===== config.mk =====
export PLATFORM = sky130hd
export DESIGN_NAME = online_div_scheduler
export DESIGN_NICKNAME = d
export VERILOG_FILES = /design/src/rtl/online_div_scheduler.sv
export SDC_FILE = /design/constraint.sdc
export NUM_CORES = 1
export LEC_CHECK = 0
export CAP_MARGIN = 5
export CORE_MARGIN = 3
export CORE_UTILIZATION = 47
export DETAILED_ROUTE_END_ITERATION = 8
export GPL_TIMING_DRIVEN = 0
export PLACE_DENSITY = 0.88
export SLEW_MARGIN = 25
export SYNTH_ARGS = -nofsm -noshare
export SYNTH_HDL_FRONTEND = slang
export SYNTH_SLANG_ARGS = --single-unit
export TNS_END_PERCENT = 20

===== constraint.sdc =====
create_clock -name clk -period 2.2 [get_ports clk]
set_input_delay 0.55 -clock clk [delete_from_list [all_inputs] [get_ports clk]]
set_output_delay 0.55 -clock clk [all_outputs]
set_load 0.005 [all_outputs]

===== src/rtl/online_div_scheduler.sv =====
// Round-robin arbiter that time-shares one digit-serial online divider between requesters:
// clear the divider, stream operand digits, flush with zero digits, and tag the result digits.
//
// state   | meaning
// --------+--------------------------------------------------------------
// S_IDLE  | no job; arbitrate over req from rr_ptr
// S_CLEAR | grant visible, one-cycle divider clear, digit counter zeroed
// S_FEED  | stream UNROLLING operand digits from the granted requester
// S_DRAIN | ONLINE_DELAY zero digits to flush the divider pipeline
// S_DONE  | release grant, advance rr_ptr, re-arbitrate or go idle
module online_div_scheduler #(
    parameter int NUM_REQ      = 4,
    parameter int ID_W         = 2,
    parameter int UNROLLING    = 64,
    parameter int ONLINE_DELAY = 2,
    parameter int CNT_WIDTH    = 11
) (
    input  logic                 clk,
    input  logic                 asyn_reset,
    input  logic [NUM_REQ-1:0]   req,
    input  logic [2*NUM_REQ-1:0] x_digit_in,
    input  logic [2*NUM_REQ-1:0] y_digit_in,
    output logic [NUM_REQ-1:0]   grant,
    output logic                 dig_rd,
    output logic [1:0]           div_x,
    output logic [1:0]           div_y,
    output logic                 div_enable,
    output logic                 div_clear,
    input  logic [1:0]           div_z,
    output logic [1:0]           z_out,
    output logic                 z_valid,
    output logic                 z_last,
    output logic [ID_W-1:0]      z_id,
    output logic                 busy
);

    typedef enum logic [2:0] {
        S_IDLE,
        S_CLEAR,
        S_FEED,
        S_DRAIN,
        S_DONE
    } state_t;

    localparam logic [CNT_WIDTH-1:0] FEED_LAST = CNT_WIDTH'(UNROLLING - 1);
    localparam logic [CNT_WIDTH-1:0] JOB_LAST  = CNT_WIDTH'(UNROLLING + ONLINE_DELAY - 1);
    localparam logic [CNT_WIDTH-1:0] Z_FIRST   = CNT_WIDTH'(ONLINE_DELAY);

    state_t               state;
    logic [ID_W-1:0]      gnt_idx;
    logic [ID_W-1:0]      rr_ptr;
    logic [ID_W-1:0]      rr_ptr_nxt;
    logic [CNT_WIDTH-1:0] dig_cnt;
    logic [NUM_REQ-1:0]   gnt_onehot;
    logic [1:0]           sel_x;
    logic [1:0]           sel_y;
    logic                 granted;

    // First set request at or above the pointer, otherwise the lowest set request (wrap).
    function automatic logic [ID_W-1:0] rr_pick(input logic [NUM_REQ-1:0] r,
                                                input logic [ID_W-1:0]    p);
        logic [ID_W-1:0] w;
        logic            found;
        w     = '0;
        found = 1'b0;
        for (int i = 0; i < NUM_REQ; i++) begin
            if (!found && r[i] && (ID_W'(i) >= p)) begin
                w     = ID_W'(i);
                found = 1'b1;
            end
        end
        for (int i = 0; i < NUM_REQ; i++) begin
            if (!found && r[i]) begin
                w     = ID_W'(i);
                found = 1'b1;
            end
        end
        return w;
    endfunction

    assign rr_ptr_nxt = (gnt_idx == ID_W'(NUM_REQ - 1)) ? '0 : gnt_idx + 1'b1;

    always_comb begin
        gnt_onehot = '0;
        sel_x      = 2'b00;
        sel_y      = 2'b00;
        for (int i = 0; i < NUM_REQ; i++) begin
            if (ID_W'(i) == gnt_idx) begin
                gnt_onehot[i] = 1'b1;
                sel_x         = x_digit_in[2*i +: 2];
                sel_y         = y_digit_in[2*i +: 2];
            end
        end
    end

    assign granted    = (state == S_CLEAR) || (state == S_FEED) || (state == S_DRAIN);
    assign grant      = granted ? gnt_onehot : '0;
    assign dig_rd     = (state == S_FEED);
    assign div_enable = (state == S_FEED) || (state == S_DRAIN);
    assign div_clear  = (state == S_CLEAR);
    assign busy       = (state != S_IDLE);
    assign div_x      = dig_rd ? sel_x : 2'b00;
    assign div_y      = dig_rd ? sel_y : 2'b00;

    always_ff @(posedge clk) begin
        if (asyn_reset) begin
            state   <= S_IDLE;
            gnt_idx <= '0;
            rr_ptr  <= '0;
            dig_cnt <= '0;
            z_out   <= 2'b00;
            z_valid <= 1'b0;
            z_last  <= 1'b0;
            z_id    <= '0;
        end else begin
            case (state)
                S_IDLE: begin
                    if (|req) begin
                        gnt_idx <= rr_pick(req, rr_ptr);
                        state   <= S_CLEAR;
                    end
                end
                S_CLEAR: begin
                    dig_cnt <= '0;
                    state   <= S_FEED;
                end
                S_FEED: begin
                    dig_cnt <= dig_cnt + 1'b1;
                    if (dig_cnt == FEED_LAST) begin
                        state <= (ONLINE_DELAY == 0) ? S_DONE : S_DRAIN;
                    end
                end
                S_DRAIN: begin
                    dig_cnt <= dig_cnt + 1'b1;
                    if (dig_cnt == JOB_LAST) begin
                        state <= S_DONE;
                    end
                end
                S_DONE: begin
                    rr_ptr <= rr_ptr_nxt;
                    if (|req) begin
                        gnt_idx <= rr_pick(req, rr_ptr_nxt);
                        state   <= S_CLEAR;
                    end else begin
                        state <= S_IDLE;
                    end
                end
                default: state <= S_IDLE;
            endcase

            // The first ONLINE_DELAY enabled cycles only fill the divider pipeline.
            if (div_enable && (dig_cnt >= Z_FIRST)) begin
                z_out   <= div_z;
                z_valid <= 1'b1;
                z_id    <= gnt_idx;
                z_last  <= (dig_cnt == JOB_LAST);
            end else begin
                z_valid <= 1'b0;
                z_last  <= 1'b0;
            end
        end
    end

endmodule


Yosys cells after proc, flatten, opt, wreduce, memory -nomap -nowiden
Index checks and enable logic that the tools add are counted.
- add/sub/neg operators: 2
- $lt $le $gt $ge: 9
- equality and inequality tests: 14
- multiplexer cells: 96
- bitwise operators: 1
- reduce and logical (&&, ||, !) cells: 50
- operator list (cell ; number):
    $mux 1 ; 64
    $mux 2 ; 25
    $logic_and 1x1->1 ; 23
    $pmux 11 s2 ; 1
    $pmux 3 s5 ; 1
    $logic_not 1->1 ; 14
    $add 11x1->11 const B ; 1
    $eq 11x6->1 const B ; 1
    $eq 11x7->1 const B ; 1
    $ge 11x2->1 const B ; 1
    $mux 3 ; 3
    $ge 1x2->1 const A ; 4
    $ge 2x2->1 const A ; 4
    $eq 3x2->1 const B ; 2
    $reduce_and 3->1 ; 2
    $eq 2x2->1 const A ; 2
    $mux 4 ; 1
    $ne 2x1->1 const B ; 2
    $ne 2x2->1 const B ; 2
    $pmux 2 s2 ; 1
    $reduce_bool 2->1 ; 2
    $reduce_or 2->1 ; 2
    $reduce_or 4->1 ; 1
    $eq 3x1->1 const B ; 1
    9 further kinds ; 11
- bits in registers: 24

Logic depth before layout (Yosys ltp)
- depth after elaboration: 52
- gate-level depth with buffers: 6
- mapped depth without buffers: 6

Worst setup path before layout
OpenSTA, ideal clock, no wires.
- path kind: reg-to-output
- start point: reg gnt_idx[0]
- end point: out div_x[0]
- data arrival time: 1351 ps
- required time: 1650 ps
- slack: 299 ps
- cell stages (with the launch flop): 7
- buffers on the path: 0
- cell sequence: dfxtp_1 -> inv_1 -> ha_1 -> nor2b_1 -> a221oi_1 -> nor3_1 -> a31o_2
- longest elaborated chain between the ends: 6
- ends and longest elaborated chain (element ; RTL line ; text):
    start: declaration ; 50 ; logic [ID_W-1:0] gnt_idx;
    start signal: assignment ; 119 ; gnt_idx <= rr_pick(req, rr_ptr);
    start signal: assignment ; 142 ; gnt_idx <= rr_pick(req, rr_ptr_nxt);
    $logic_not 2->1 ; 88 ; if (ID_W'(i) == gnt_idx) begin
    $mux 2 (3 in a row) ; 88 ;
    $mux 2 (*) ; 88 ;
    $mux 2 (*) ; 102 ; assign div_x = dig_rd ? sel_x : 2'b00;
    end: declaration ; 25 ; output logic [1:0] div_x,
Every way passes the cells marked *; elsewhere a longest branch is shown, timed or not.

Worst setup path after layout
- start point: reg gnt_idx[0]
- end point: out div_x[1]
The elaborated chain is that of the path after synthesis.

==> flow_metrics.tcl <==
set metrics [dict create \
    combPwrFrac 0.305 \
    cp.arrival_ns 1.81 \
    power_leakage_nw 0.829 \
    fin_util 0.742 \
    synthFlopType "dfxtp_1" \
    hp-start "z_id[0]$_SDFFE_PP0P_" \
    pwr-share-clk 0.284 \
    drt_iter0_markers 89 \
    p_sw_frac 0.286 \
    clk_latency_ns 0.32 \
    violations "negative setup slack" \
    antenna_found_initial 0 \
    diodes 0 \
    synth_seq_area_share 0.321 \
    port_buffers 40 \
    clkSinkCount 24 \
    max-slew-margin-rel 0.594 \
    fin_total_pwr_mw 1.15 \
    die_area_um2 3900 \
    instances_no_fill 275 \
    row_count 19 \
    p_int_mw 0.819 \
    power_density_nw_per_um2 533 \
    syn_nets 217 \
    ys_warn_count 0 \
    fp.dieW_um 62.5 \
    synth_top_cell_area_share 0.321 \
    synthTopCellsByArea "dfxtp_1, nor2_1, ha_1" \
    grt_pass1_wl_mm 7.03 \
    finalCritPeriodShare 1.07 \
    cts_root_buf "clkbuf_4" \
    pwr-share-seq 0.411 \
    worstMarginPinSlew_ns 0.603 \
    drc 0 \
    drv_cap 0 \
    final_max_slew_viol_count 0 \
    dr.pass1.iters 4 \
    syn2layout_area_growth_pct 43.7 \
    ys_ff_latch 24 \
    path_clk_slew_ns 0.15 \
    end_kind "primary output" \
    grt_use_total 0.216 \
    dpl.hpwl_mm 2.77 \
    netlist_instances 185 \
    critPathLaunch "gnt_idx[0]$_SDFFE_PP0P_" \
    rsz0062_at_grt "true" \
    post-route-cell-area_um2 2150 \
    crit_fanout 6 \
    cts_max_level 1 \
    gr-total-overflow 0 \
    fmax_ghz 0.424 \
    start_util 0.516 \
    period_needed_ns 2.36 \
    syn_area_per_cell_um2 8.10 \
    wl_per_cell_um 15.1 \
    die_y_um 62.5 \
    netlist_area_um2 1500 \
    io_pins 42 \
    whs_ns 0.519 \
    placed_area_um2 1950 \
    synthArstFlopShare 0 \
    grt_start_max_net_pins 15 \
    run_status "complete, but fails checks" \
    vdd_drop_max_mv 0.407 \
    globalplace.congestion 0.932 \
    p_switching_mw 0.329 \
    yosysTopAreaCell "dfxtp_1" \
    fin_ws_ns -0.161 \
    skew_ns 0.0155 \
    cts_tree "done" \
    drive_gt1_frac 0.210 \
    synth_edf_count 0 \
    hold_viol 0 \
    vias 1603 \
    worstSetupPathType "flip-flop to primary output" \
    min_path_type "flip-flop to flip-flop" \
    pre_cts_ws_ns -0.416 \
    crit_required_ns 1.65 \
    grt_pass1_vias 1484 \
    vias_per_cell 5.83 \
    clk_path_buf_depth 2 \
    ctsHoldBuffers 0 \
    cts_buffers 3 \
    r2r-start "dig_cnt[1]$_SDFFE_PP0P_" \
    routed_wl_mm 4.15 \
    setup_viol 7 \
    tns_ns -0.756 \
    yosysUniqueCellTypes 45 \
    start_kind "flip-flop" \
    ant_nets 0 \
    layout.nets 266 \
    dp.cells 267 \
    core_area_um2 2900 \
]
-- kinds of logic after synthesis --
family | after synthesis | synth area share
AND/OR/NAND/NOR | 85 | 0.302
AO/OA/AOI/OAI | 42 | 0.201
buffers and inverters | 17 | 0.0451
multiplexers | 9 | 0.0635
adder cells (fa/ha/maj) | 8 | 0.0668
flip-flops | 24 | 0.321
-- registers in the layout, indices dropped and copies added (netlist names) --
| register | count |
|---|---|
| z_id | 2 |
| gnt_idx | 2 |
| state | 3 |
| rr_ptr | 2 |
| z_last | 1 |
| z_out | 2 |
| z_valid | 1 |
| dig_cnt | 11 |
-- final timing paths --
check                                to  slack [ns]  cells after the start
setup / recovery               div_x[1]       -0.16                      7
hold reg to reg    z_id[0]$_SDFFE_PP0P_        0.52                      2
setup reg to reg  state[0]$_SDFFE_PP0P_        0.36                      5
hold / removal     z_id[0]$_SDFFE_PP0P_        0.52                      2
-- synthesized netlist by cell type, types with 5 or more instances --
cell / instances
ha_1: 8
dfxtp_1: 24
a21oi_1: 10
nand4_1: 6
o21ai_0: 7
nor2_1: 27
nor3_1: 6
clkbuf_1: 5
mux2i_1: 5
inv_1: 9
and2_1: 5
nand2_1: 11
-- area by class of cell --
class                   count  area, um^2
fillers                   214         748
well taps                  42        52.6
multi-input cells         144        1050
clock buffers               3        22.5
flip-flops and latches     24         497
repair buffers             45         425
inverters                  10        41.3
plain buffers               6        33.8
clock inverters             1        30.0
-- cell usage in the layout, fill, tap and decap left out, types with 5 or more instances in the layout --
master | Yosys | routed
a21oi_1 | 10 | 10
and2_1 | 5 | 5
buf_4 | 0 | 5
clkdlybuf4s50_1 | 0 | 33
dfxtp_1 | 24 | 19
inv_1 | 9 | 6
mux2i_1 | 5 | 5
nand2_1 | 11 | 11
nand4_1 | 6 | 6
nor2_1 | 27 | 26
o21ai_0 | 7 | 6
-- power by group through the flow --
| stage | Sequential (mW) | Combinational, mW | Clock (mW) |
|---|---|---|---|
| floorplan | 0.471 | 0.157 | 0 |
| global placement | 0.476 | 0.280 | 0 |
| detailed placement | 0.476 | 0.284 | 0 |
| CTS | 0.470 | 0.343 | 0.319 |
| global route | 0.475 | 0.384 | 0.347 |
| finish | 0.471 | 0.350 | 0.326 |
-- critical path: stages (launching register included) --
cell	delay [ns]
dfxtp_4	0.44
buf_6	0.12
ha_4	0.18
nor2b_4	0.06
a221oi_2	0.28
nor3_2	0.06
a31o_2	0.22
buf_2	0.12
-- routing by layer --
metal / part of all wire / up-vias / track usage
li1: - / 777 / -
met1: 0.45 / 736 / 0.272
met2: 0.47 / 77 / 0.379
met3: 0.064 / 13 / 0.0306
met4: 0.021 / 0 / 0.0689
met5: 0 / - / 0
-- what timing repair did --
item | in CTS | in global routing
endpoints found under the setup margin | 10 | 9
resized for setup | 53 | 4
pin swaps | 8 | 2
setup buffers | 5 | 0
Note: power is estimated with default switching activity, not from simulation.
